==> src/rtl/otsu_mem_responder_pkg.sv <==
// Shared types and constants for the otsu memory responder.
// Imported by the interface, the pixel RAM and the responder top.
package otsu_pkg;

  typedef enum logic [1:0] {
    LOAD  = 2'd0,
    SERVE = 2'd1,
    DRAIN = 2'd2,
    DONE  = 2'd3
  } otsu_mem_state_t;

  localparam logic [31:0] OTSU_OUT_BASE = 32'h0010_0000;
  localparam logic [7:0]  OTSU_OOB_DATA = 8'hFF;

  // Number of packed binary output bytes for a w x h image.
  function automatic int unsigned otsu_nout(input int unsigned w, input int unsigned h);
    return (w * h) / 32'd8;
  endfunction

endpackage

==> src/rtl/otsu_mem_responder_if.sv <==
// Bundle of the memory initiator bus, host load port, drain port and status flags.
// The master side is otsu_top plus host and drain consumer; the slave side is the responder.
interface otsu_mem_responder_if;
  import otsu_pkg::*;

  logic        mem_en;
  logic        mem_rw;
  logic [31:0] mem_addr;
  logic [7:0]  mem_data_out;
  logic [7:0]  mem_data_in;
  logic        processing_done;
  logic        load_valid;
  logic [7:0]  load_data;
  logic        load_ready;
  logic        image_ready;
  logic        rd_valid;
  logic [7:0]  rd_data;
  logic        rd_ready;
  logic        err_oob_rd;
  logic        err_bad_wr;

  modport master (
    output mem_en, mem_rw, mem_addr, mem_data_out, processing_done,
    output load_valid, load_data, rd_ready,
    input  mem_data_in, load_ready, image_ready, rd_valid, rd_data,
    input  err_oob_rd, err_bad_wr
  );

  modport slave (
    input  mem_en, mem_rw, mem_addr, mem_data_out, processing_done,
    input  load_valid, load_data, rd_ready,
    output mem_data_in, load_ready, image_ready, rd_valid, rd_data,
    output err_oob_rd, err_bad_wr
  );

endinterface

==> src/rtl/otsu_mem_responder_pix_ram.sv <==
// Image storage: one synchronous write port for loading and one registered read port.
// The read register holds its value between reads and clears on reset.
module otsu_pix_ram
  import otsu_pkg::*;
#(
  parameter int unsigned NPIX = 64,
  parameter int unsigned AW   = 6
) (
  input  logic          clk,
  input  logic          reset,
  input  logic          we,
  input  logic [AW-1:0] waddr,
  input  logic [7:0]    wdata,
  input  logic          re,
  input  logic [AW-1:0] raddr,
  output logic [7:0]    rdata
);

  logic [7:0] mem_q [NPIX];
  logic [7:0] rdata_d;
  logic [7:0] rdata_q;

  // Pixel array write; contents are deliberately not cleared on reset.
  always_ff @(posedge clk) begin
    if (we) begin
      mem_q[waddr] <= wdata;
    end
  end

  // Read data selection: capture on a read, otherwise hold.
  always_comb begin
    rdata_d = rdata_q;
    if (re) begin
      rdata_d = mem_q[raddr];
    end else begin
      rdata_d = rdata_q;
    end
  end

  // Read data register.
  always_ff @(posedge clk) begin
    if (reset) begin
      rdata_q <= 8'h00;
    end else begin
      rdata_q <= rdata_d;
    end
  end

  assign rdata = rdata_q;

endmodule

==> src/rtl/otsu_mem_responder.sv <==
// Memory responder beside otsu_top: holds the image, captures the packed output bytes,
// and streams them out over a valid/ready drain port once processing is done.
module otsu_mem_responder
  import otsu_pkg::*;
#(
  parameter int unsigned IMAGE_WIDTH  = 8,
  parameter int unsigned IMAGE_HEIGHT = 8,
  parameter logic [31:0] OUT_BASE     = OTSU_OUT_BASE,
  parameter logic [7:0]  OOB_DATA     = OTSU_OOB_DATA
) (
  input logic                  clk,
  input logic                  reset,
  otsu_mem_responder_if.slave  bus
);

  localparam int unsigned NPIX = IMAGE_WIDTH * IMAGE_HEIGHT;
  localparam int unsigned NOUT = otsu_nout(IMAGE_WIDTH, IMAGE_HEIGHT);
  localparam int unsigned LW   = (NPIX > 1) ? $clog2(NPIX) : 1;
  localparam int unsigned DW   = (NOUT > 1) ? $clog2(NOUT) : 1;
  localparam logic [31:0] NPIX_ADDR = 32'(NPIX);
  localparam logic [31:0] NOUT_LEN  = 32'(NOUT);

  otsu_mem_state_t state_q, state_d;
  logic [LW-1:0]   load_idx_q, load_idx_d;
  logic [DW-1:0]   drain_idx_q, drain_idx_d;
  logic [7:0]      out_buf_q [NOUT];
  logic [7:0]      out_buf_d [NOUT];
  logic            rd_oob_q, rd_oob_d;
  logic            err_oob_rd_q, err_oob_rd_d;
  logic            err_bad_wr_q, err_bad_wr_d;
  logic            load_ready_q, load_ready_d;
  logic            image_ready_q, image_ready_d;
  logic            rd_valid_q, rd_valid_d;

  logic            rd_req_s, wr_req_s, rd_hit_s, wr_hit_s;
  logic            load_fire_s, drain_fire_s;
  logic [31:0]     wr_off_s;
  logic [7:0]      ram_rdata_s;

  // Address decode over the full 32-bit address; the offset form avoids overflow at the top.
  always_comb begin
    rd_req_s     = bus.mem_en && !bus.mem_rw;
    wr_req_s     = bus.mem_en && bus.mem_rw;
    rd_hit_s     = (state_q != LOAD) && (bus.mem_addr < NPIX_ADDR);
    wr_off_s     = bus.mem_addr - OUT_BASE;
    wr_hit_s     = (state_q == SERVE) && (bus.mem_addr >= OUT_BASE) && (wr_off_s < NOUT_LEN);
    load_fire_s  = (state_q == LOAD) && bus.load_valid;
    drain_fire_s = (state_q == DRAIN) && bus.rd_ready;
  end

  otsu_pix_ram #(
    .NPIX (NPIX),
    .AW   (LW)
  ) u_pix_ram (
    .clk   (clk),
    .reset (reset),
    .we    (load_fire_s),
    .waddr (load_idx_q),
    .wdata (bus.load_data),
    .re    (rd_req_s && rd_hit_s),
    .raddr (bus.mem_addr[LW-1:0]),
    .rdata (ram_rdata_s)
  );

  // Next-state, buffer update and sticky flag logic.
  always_comb begin
    state_d       = state_q;
    load_idx_d    = load_idx_q;
    drain_idx_d   = drain_idx_q;
    out_buf_d     = out_buf_q;
    rd_oob_d      = rd_oob_q;
    err_oob_rd_d  = err_oob_rd_q;
    err_bad_wr_d  = err_bad_wr_q;

    if (rd_req_s) begin
      rd_oob_d = !rd_hit_s;
      if (!rd_hit_s) begin
        err_oob_rd_d = 1'b1;
      end else begin
        err_oob_rd_d = err_oob_rd_q;
      end
    end else begin
      rd_oob_d = rd_oob_q;
    end

    // A write in the cycle processing_done is seen still commits, since state_q is SERVE.
    if (wr_req_s) begin
      if (wr_hit_s) begin
        out_buf_d[wr_off_s[DW-1:0]] = bus.mem_data_out;
      end else begin
        err_bad_wr_d = 1'b1;
      end
    end else begin
      err_bad_wr_d = err_bad_wr_q;
    end

    case (state_q)
      LOAD: begin
        if (load_fire_s) begin
          if (load_idx_q == LW'(NPIX - 1)) begin
            state_d = SERVE;
          end else begin
            load_idx_d = load_idx_q + LW'(1);
          end
        end else begin
          load_idx_d = load_idx_q;
        end
      end
      SERVE: begin
        if (bus.processing_done) begin
          state_d = DRAIN;
        end else begin
          state_d = SERVE;
        end
      end
      DRAIN: begin
        if (drain_fire_s) begin
          if (drain_idx_q == DW'(NOUT - 1)) begin
            state_d = DONE;
          end else begin
            drain_idx_d = drain_idx_q + DW'(1);
          end
        end else begin
          drain_idx_d = drain_idx_q;
        end
      end
      DONE: begin
        state_d = DONE;
      end
      default: begin
        state_d = LOAD;
      end
    endcase

    load_ready_d  = (state_d == LOAD);
    image_ready_d = (state_d != LOAD);
    rd_valid_d    = (state_d == DRAIN);
  end

  // State and output registers.
  always_ff @(posedge clk) begin
    if (reset) begin
      state_q       <= LOAD;
      load_idx_q    <= {LW{1'b0}};
      drain_idx_q   <= {DW{1'b0}};
      for (int i = 0; i < int'(NOUT); i++) begin
        out_buf_q[i] <= 8'h00;
      end
      rd_oob_q      <= 1'b0;
      err_oob_rd_q  <= 1'b0;
      err_bad_wr_q  <= 1'b0;
      load_ready_q  <= 1'b1;
      image_ready_q <= 1'b0;
      rd_valid_q    <= 1'b0;
    end else begin
      state_q       <= state_d;
      load_idx_q    <= load_idx_d;
      drain_idx_q   <= drain_idx_d;
      out_buf_q     <= out_buf_d;
      rd_oob_q      <= rd_oob_d;
      err_oob_rd_q  <= err_oob_rd_d;
      err_bad_wr_q  <= err_bad_wr_d;
      load_ready_q  <= load_ready_d;
      image_ready_q <= image_ready_d;
      rd_valid_q    <= rd_valid_d;
    end
  end

  assign bus.mem_data_in = rd_oob_q ? OOB_DATA : ram_rdata_s;
  assign bus.load_ready  = load_ready_q;
  assign bus.image_ready = image_ready_q;
  assign bus.rd_valid    = rd_valid_q;
  assign bus.rd_data     = out_buf_q[drain_idx_q];
  assign bus.err_oob_rd  = err_oob_rd_q;
  assign bus.err_bad_wr  = err_bad_wr_q;

endmodule

==> src/flat_wrapper.sv <==
// flat-port wrapper written by rule: the top's interface ports become plain ports
module otsu_mem_responder_flat import otsu_pkg::*;
#(
  parameter int unsigned IMAGE_WIDTH  = 8,
  parameter int unsigned IMAGE_HEIGHT = 8,
  parameter logic [31:0] OUT_BASE     = OTSU_OUT_BASE,
  parameter logic [7:0]  OOB_DATA     = OTSU_OOB_DATA
)
  (clk, reset, bus_mem_en, bus_mem_rw, bus_mem_addr, bus_mem_data_out, bus_processing_done, bus_load_valid, bus_load_data, bus_rd_ready, bus_mem_data_in, bus_load_ready, bus_image_ready, bus_rd_valid, bus_rd_data, bus_err_oob_rd, bus_err_bad_wr);
  otsu_mem_responder_if bus_i ();
  input logic clk;
  input logic reset;
  input wire logic [$bits(bus_i.mem_en)-1:0] bus_mem_en;
  input wire logic [$bits(bus_i.mem_rw)-1:0] bus_mem_rw;
  input wire logic [$bits(bus_i.mem_addr)-1:0] bus_mem_addr;
  input wire logic [$bits(bus_i.mem_data_out)-1:0] bus_mem_data_out;
  input wire logic [$bits(bus_i.processing_done)-1:0] bus_processing_done;
  input wire logic [$bits(bus_i.load_valid)-1:0] bus_load_valid;
  input wire logic [$bits(bus_i.load_data)-1:0] bus_load_data;
  input wire logic [$bits(bus_i.rd_ready)-1:0] bus_rd_ready;
  output wire logic [$bits(bus_i.mem_data_in)-1:0] bus_mem_data_in;
  output wire logic [$bits(bus_i.load_ready)-1:0] bus_load_ready;
  output wire logic [$bits(bus_i.image_ready)-1:0] bus_image_ready;
  output wire logic [$bits(bus_i.rd_valid)-1:0] bus_rd_valid;
  output wire logic [$bits(bus_i.rd_data)-1:0] bus_rd_data;
  output wire logic [$bits(bus_i.err_oob_rd)-1:0] bus_err_oob_rd;
  output wire logic [$bits(bus_i.err_bad_wr)-1:0] bus_err_bad_wr;
  assign bus_i.mem_en = bus_mem_en;
  assign bus_i.mem_rw = bus_mem_rw;
  assign bus_i.mem_addr = bus_mem_addr;
  assign bus_i.mem_data_out = bus_mem_data_out;
  assign bus_i.processing_done = bus_processing_done;
  assign bus_i.load_valid = bus_load_valid;
  assign bus_i.load_data = bus_load_data;
  assign bus_i.rd_ready = bus_rd_ready;
  assign bus_mem_data_in = bus_i.mem_data_in;
  assign bus_load_ready = bus_i.load_ready;
  assign bus_image_ready = bus_i.image_ready;
  assign bus_rd_valid = bus_i.rd_valid;
  assign bus_rd_data = bus_i.rd_data;
  assign bus_err_oob_rd = bus_i.err_oob_rd;
  assign bus_err_bad_wr = bus_i.err_bad_wr;
  otsu_mem_responder #(.IMAGE_WIDTH(IMAGE_WIDTH), .IMAGE_HEIGHT(IMAGE_HEIGHT), .OUT_BASE(OUT_BASE), .OOB_DATA(OOB_DATA)) u_core (.clk(clk), .reset(reset), .bus(bus_i));
endmodule
==> config.mk <==
export PLATFORM = sky130hd
export DESIGN_NAME = otsu_mem_responder_flat
export DESIGN_NICKNAME = d
export VERILOG_FILES = /design/src/rtl/otsu_mem_responder_pkg.sv /design/src/rtl/otsu_mem_responder_if.sv /design/src/rtl/otsu_mem_responder_pix_ram.sv /design/src/rtl/otsu_mem_responder.sv /design/src/flat_wrapper.sv
export SDC_FILE = /design/constraint.sdc
export NUM_CORES = 1
export LEC_CHECK = 0
export CORE_MARGIN = 2
export CORE_UTILIZATION = 55
export CTS_BUF_LIST = sky130_fd_sc_hd__clkbuf_8 sky130_fd_sc_hd__clkbuf_16
export DETAILED_ROUTE_END_ITERATION = 10
export PLACE_DENSITY = 0.81
export SKIP_CTS_REPAIR_TIMING = 1
export SLEW_MARGIN = 30
export SYNTH_ARGS = -nofsm -noshare
export SYNTH_HDL_FRONTEND = slang
export SYNTH_SLANG_ARGS = --single-unit
export TNS_END_PERCENT = 5
==> constraint.sdc <==
create_clock -name clk -period 1.8 [get_ports clk]
set_input_delay 0.27 -clock clk [delete_from_list [all_inputs] [get_ports clk]]
set_output_delay 0.27 -clock clk [all_outputs]
set_load 0.02 [all_outputs]
Yosys cells after proc, flatten, opt, wreduce, memory -nomap -nowiden
Memories as Yosys holds them, arrays and structs flattened. A register that Yosys moved wholly into a read port is not among the register bits.
Cells that the tools add are included.
{"block": "classes", "magnitude_cmp": 6, "eq_ne": 6, "n_reduce_logical": 20, "n_addsub": 3, "muxes": 15, "bitwise_logic": 6}
{"cell": "$bwmux 64", "count": 1}
{"cell": "$ge 32x21->1 const B", "count": 1}
{"cell": "$lt 32x4->1 const B", "count": 1}
{"cell": "$lt 32x7->1 const B", "count": 1}
{"cell": "$mux 8", "count": 4}
{"cell": "$sub 32x21->32 const B", "count": 1}
{"cell": "$bmux 8 s3", "count": 1}
{"cell": "$demux 8 s3", "count": 1}
{"cell": "$mux 2", "count": 5}
{"cell": "$logic_and 1x1->1", "count": 9}
{"cell": "$ge 4x4->1 const B", "count": 2}
{"cell": "$not 3->4", "count": 2}
{"cell": "$pmux 2 s4", "count": 1}
{"cell": "$add 6x1->6 const B", "count": 1}
{"cell": "$eq 2x2->1 const B", "count": 3}
{"cell": "$eq 6x6->1 const B", "count": 1}
{"cell": "$reduce_and 2->1", "count": 3}
{"cell": "$reduce_and 3->1", "count": 2}
{"cell": "$logic_not 2->1", "count": 2}
{"cell": "$lt 4x1->1 const B", "count": 1}
{"cell": "$not 1->1", "count": 4}
{"cell": "$reduce_bool 2->1", "count": 2}
{"cell": "$add 3x1->3 const B", "count": 1}
{"cell": "$eq 3x3->1 const B", "count": 1}
{"cell": "3 further kinds", "count": 5}
{"block": "word_totals", "output_inout_bits": 21, "ram_bits": 512, "reg_bits": 81, "memories": 1}
{"memory": "u_core.u_pix_ram.mem_q", "depth": 64, "word_bits": 8, "read_ports": 1, "rd_ports_with_merged_regs": 1, "write_ports": 1, "line_no": "otsu_mem_responder_pix_ram.sv:19", "rtl": "logic [7:0] mem_q [NPIX];"}

Longest topological paths before layout
{"block": "logic_depth", "word_depth": 7, "ltp_mapped": 10, "mapped_depth_nobuf": 7}

Cells and area by module
Synthesis repeated with hierarchy kept, for this count alone.
{"block": "unflattened", "hier_cells": 1394, "hier_area_um2": 24071.8}
{"module": "otsu_pix_ram", "cells_each": 1039, "area_per_inst_um2": 20188.1, "n_inst": 1}
{"module": "otsu_mem_responder", "cells_each": 355, "area_per_inst_um2": 3883.7, "n_inst": 1}

Worst setup path before layout
No wires, ideal clock.
{"block": "synth_timing", "path_kind": "reg2out", "from": "register u_core.drain_idx_q[0]", "to": "output port bus_rd_data[0]", "stages_incl_launch_ff": 5, "path_buffers": 2, "path_slack_ns": -0.177, "required_time_ns": 1.530, "arrival_time_ns": 1.707, "path_cell_list": "dfxtp_1 -> buf_2 -> buf_2 -> mux4_2 -> mux2_2"}
{"block": "synth_via", "elab_chain_len": 4}
{"item": "start: declaration", "line_no": "otsu_mem_responder.sv:25", "rtl": "logic [DW-1:0] drain_idx_q, drain_idx_d;"}
{"item": "start signal: assignment", "line_no": "otsu_mem_responder.sv:145", "rtl": "drain_idx_q <= {DW{1'b0}};"}
{"item": "start signal: assignment", "line_no": "otsu_mem_responder.sv:158", "rtl": "drain_idx_q <= drain_idx_d;"}
{"item": "$not 3->4 (implied by the code)", "line_no": "otsu_mem_responder.sv:173", "rtl": "assign bus.rd_data = out_buf_q[drain_idx_q];"}
{"item": "$bmux 8 s3", "line_no": "otsu_mem_responder.sv:173"}
{"item": "$mux 8 (implied by the code) (2 in a row)", "line_no": "otsu_mem_responder.sv:173"}
{"item": "end: declaration", "line_no": "flat_wrapper.sv:25", "rtl": "output wire logic [$bits(bus_i.rd_data)-1:0] bus_rd_data;"}
Every way passes these cells. The select of a mux whose other input is x is not followed.

Final worst setup path
{"block": "layout_timing", "from": "register u_core.drain_idx_q[0]", "to": "output port bus_rd_data[3]"}
The elaborated chain is that of the path after synthesis.

==> results.txt <==
----------------------------------------------------
[Status]
  Result of the run ... finished with violations
  Violated checks ... negative hold slack, negative setup slack

[Yosys]
  Synthesized-area fraction occupied by ao, oa, aoi and oai cells ... 9.96%
  Syn_area_per_cell ... roughly 15 sq um
  Commonest register cell after synthesis ... sky130_fd_sc_hd__edfxtp_1
  Area share of the leading cell type in the synthesized netlist ... 63.0%
  Number of synthesized flops with an enable pin ... 512
  Cell taking the most area after synthesis ... sky130_fd_sc_hd__edfxtp_1
  Number of synthesized register bits ... about 600
  Dominant combinational cell family by area after synthesis ... compound AO/OA/AOI/OAI gates
  Top cells by area, synth ... sky130_fd_sc_hd__edfxtp_1 63%, sky130_fd_sc_hd__dfxtp_1 7.3%, sky130_fd_sc_hd__mux2i_1 3.8%, sky130_fd_sc_hd__mux2_2 2.9%, sky130_fd_sc_hd__mux4_2 2.8%
  Sequential fraction of the synthesis area ... between 70% and 80%
  Synth Area in Adders ... 0.154%
  Number of unique standard cell types used by synthesis ... 81
  XOR/XNOR share of the synthesized area ... 0.108%
  Simple logic cell fraction of the synthesized area ... 6.64%
  Mux share of post-synthesis cell area ... 9.70%
  Cell with the most instances after synthesis ... sky130_fd_sc_hd__edfxtp_1
  Synthesized cell area ... 24400 sq um
  Most instantiated cells after synthesis ... 512 x sky130_fd_sc_hd__edfxtp_1, 138 x sky130_fd_sc_hd__nor2_1, 93 x sky130_fd_sc_hd__mux2i_1
  Synth async-reset ratio ... 0%
  Number of warnings printed during yosys synthesis ... 0
  Post-synthesis cell count ... 1590
  Nets in the synthesized netlist ... 1648

[Power and ir drop]
  Combinational fraction of design power ... roughly 7.3%
  Sw Share ... 22.4%
  Pwr Density ... 965 nW/um^2
  Switching component of the power ... 0.00657 W
  Register share of total power ... approximately half
  Static Leak ... about 11 nW
  Cell internal pwr ... 0.0228 W
  Worst vdd ir ... 0.918 mV
  Portion of total power attributed to the clock network ... 41.2%

[Placed design]
  Number of I/O port buffers ... 75
  Half-perimeter wire length after placement ... about 47000 um
  Routability Congestion ... approximately 1.0
  Worst Setup Slack post-DPL ... -0.782 ns

[Layout]
  Layout Nets ... about 2000
  Layout overhead on the synthesized area ... 24.9%
  Area taken by flip-flops and latches ... 17200 sq um
  Number of diodes added for antenna fixing ... 0
  Multi-input gate area ... 6850 sq um
  Share of post-route cells with drive strength above 1 ... 32.5%
  Filler cell count in the final layout ... 2731

[Timing]
  RSZ-0062 raised after global routing ... true
  Final number of setup-violating endpoints ... 311
  Slew @ Worst Pin ... ~0.61 ns
  Smallest setup slack after layout ... -0.592 ns
  Final min period ... between 2 and 2.5 ns
  Final hold vios ... 2
  Slew Limit Headroom ... 59.3%
  Setup Total Neg Slack ... -14.99 ns
  Final slew viol count ... 0
  Worst hold slack ... -0.00925 ns
  Maximum clock skew at final layout ... 0.0273 ns
  Maximum operating frequency ... between 400 and 500 MHz
  Post-route clock period utilization ... 133%

[Worst hold path]
  Hold WC Path Type ... primary input to flip-flop
  Critical hold path startpoint ... reset
  Hold worst-path end ... u_core.out_buf_q[46]
  Hold Path Cell Cnt ... 2

[Routing]
  Antenna Violating Nets Remaining ... 0
  Total Routed Length ... 73900 um
  Via total after detailed routing ... 17122
  Final routed wire length divided by cell count ... 28.8 um
  Number of iterations in the first detailed-routing pass ... 6
  Number of violations reported at the end of detailed-routing iteration 0 ... 2501
  Vias/cell ... 6.68
  Residual DRC count ... 0

[Floorplan]
  Site Rows ... 77
  Number of top-level design ports ... 76
  Starting Density ... 55.4%
  Core ar. ... 44000 sq um
  Horiz. Die Dim ... 215 um
  Chip height ... about 210 um
  Total die area ... around 46000 sq um

[Critical path]
  CP cell instances ... buf_12 -> mux4_2 -> mux2_4 -> buf_6
  Worst path top cell family by delay ... multiplexers
  Worst Path Max Fanout ... 5
  Buffers plus inverters on the worst setup path ... 2
  Library cell contributing the largest single delay on the critical path ... sky130_fd_sc_hd__mux4_2
  Worst EP required ... 1.53 ns
  Largest stage delay, worst path ... 0.54 ns
  Worst endpoint data arrival time ... 2.12 ns
  Kind of end point of the critical path ... output port
  Kind of launch point of the worst setup path ... flip-flop
  Count of cells along the worst register-to-register path ... 6
  Startpoint of the lowest-slack register-to-register path ... u_core.u_pix_ram.mem_q[62][1]
  Flop-to-flop setup slack ... -0.20 ns
  Worst reg2reg endpoint ... u_core.u_pix_ram.rdata[1]
  Start-to-end type of the worst setup path ... flip-flop to output port

[GRT]
  First-pass GRT wire length ... 106000 um
  Maximum number of pins on one net before global-route repair ... 70
  Number of global-route vias before repair ... 16858
  GR Overflow Total ... 0
  Total routing usage reported by global routing ... 30.8%
  Initial antenna violation count ... 2

[Clocking]
  TritonCTS Sinks ... 601
  TritonCTS clock tree ... yes
  Clock-pin slew on the worst setup and hold paths ... ~0.06 ns
  Number of buffers created by CTS ... 58
  Clock latency at the later pin of the worst-skew pair ... between 0.6 and 0.7 ns
  Maximum level of the CTS H-tree ... 2
  Clock Path Buffers ... 3
  Clock tree root driver cell ... sky130_fd_sc_hd__clkbuf_16

[Run]
  Count of maximum capacitance violations ... 0

----------------------------------------------------
[state kept, by name (all words and copies together), names as in the netlist]
signal                  cells
u_core.load_idx_q           6
u_core.bus.load_ready       1
u_core.bus.rd_valid         1
u_core.drain_idx_q          3
u_core.bus.image_ready      1
u_core.state_q              2
u_core.rd_oob_q             1
u_core.out_buf_q           64
u_core.u_pix_ram.rdata      8
u_core.bus.err_oob_rd       1
u_core.u_pix_ram.mem_q    512
u_core.bus.err_bad_wr       1
[placed cells by master (no fill, tap or decap), types with 7 or more instances in the layout]
cell                                n
sky130_fd_sc_hd__a21oi_1           54
sky130_fd_sc_hd__a21oi_2            9
sky130_fd_sc_hd__a221o_1           18
sky130_fd_sc_hd__a221oi_1          61
sky130_fd_sc_hd__a221oi_2           7
sky130_fd_sc_hd__a22o_1            14
sky130_fd_sc_hd__a22oi_1           31
sky130_fd_sc_hd__a31oi_1           13
sky130_fd_sc_hd__buf_12            36
sky130_fd_sc_hd__buf_2             12
sky130_fd_sc_hd__buf_4            228
sky130_fd_sc_hd__buf_6             62
sky130_fd_sc_hd__bufinv_16          7
sky130_fd_sc_hd__clkbuf_16         60
sky130_fd_sc_hd__clkdlybuf4s50_1   38
sky130_fd_sc_hd__clkinv_1          14
sky130_fd_sc_hd__clkinv_2           9
sky130_fd_sc_hd__dfxtp_1           83
sky130_fd_sc_hd__dlymetal6s2s_1     9
sky130_fd_sc_hd__edfxtp_1         512
sky130_fd_sc_hd__inv_1             15
sky130_fd_sc_hd__mux2_2            56
sky130_fd_sc_hd__mux2_4             9
sky130_fd_sc_hd__mux2i_1           92
sky130_fd_sc_hd__mux4_2            30
sky130_fd_sc_hd__nand2_1           74
sky130_fd_sc_hd__nand3_1           38
sky130_fd_sc_hd__nand3b_1           7
sky130_fd_sc_hd__nor2_1           100
sky130_fd_sc_hd__nor2_2            30
sky130_fd_sc_hd__nor2_4            10
sky130_fd_sc_hd__o211ai_1           9
sky130_fd_sc_hd__o21ai_0           36
sky130_fd_sc_hd__o221ai_1          10
sky130_fd_sc_hd__o2bb2ai_1         19
[routing by layer]
metal	GRT usage (%)	share of wire, %	wire length [um]	vias to the layer above
li1	-	-	-	6951
met1	39.5	34	25500	8368
met2	50.1	48	35200	1454
met3	6.71	12	8970	345
met4	15.4	5.6	4160	4
met5	0	0.034	25	-
[through the flow]
stage	instances	total power, W	util [%]	cell area, sq um
final	2563	0.0294	69.3	30500
after floorplan	1590	0.0163	-	24400
after global routing	2563	0.0300	69.3	30500
after global placement	2454	0.0174	63.5	27900
after CTS	2559	0.0293	67.7	29800
after detailed placement	2454	0.0174	63.5	27900
[area by class of cell]
cell class	count	share of cell area [%]
Multi-Input combinational cell	861	22.5
Clock inverter	47	1.41
Sequential cell	601	56.3
Tap cell	592	2.43
Inverter	8	0.111
Clock buffer	58	4.76
Timing Repair Buffer	396	12.5
[power by group through the flow]
stage               registers (W)  clock network [W]  logic, W
finish                     0.0151             0.0121   0.00216
global route               0.0151             0.0127   0.00220
CTS                        0.0151             0.0122   0.00203
detailed placement         0.0154                  0   0.00201
global placement           0.0154                  0   0.00195
floorplan                  0.0154                  0  0.000856
[kinds of logic (layout without fill, tap and decap cells)]
logic type | count (synthesis) | in the layout
XOR/XNOR | 3 | 3
flip-flops | 601 | 601
multiplexers | 190 | 190
AO/OA/AOI/OAI | 326 | 326
buffers and inverters | 128 | 509
adder cells (fa/ha/maj) | 3 | 3
AND/OR/NAND/NOR | 339 | 339
[how the worst max path moves through the flow]
| stage | start | depth (start not counted) | to |
|---|---|---|---|
| 6_report | u_core.drain_idx_q[0] | 4 | bus_rd_data[3] |
| 5_1_grt | u_core.drain_idx_q[0] | 4 | bus_rd_data[0] |
| 4_1_cts | u_core.drain_idx_q[0] | 4 | bus_rd_data[3] |
| 3_5_place_dp | bus_mem_addr[3] | 9 | u_core.out_buf_q[36] |
| 3_3_place_gp | bus_mem_addr[31] | 9 | u_core.u_pix_ram.rdata[3] |
| 2_1_floorplan | u_core.load_idx_q[5] | 4 | u_core.u_pix_ram.mem_q[38][0] |
Note: power is estimated with default switching activity, not from simulation.
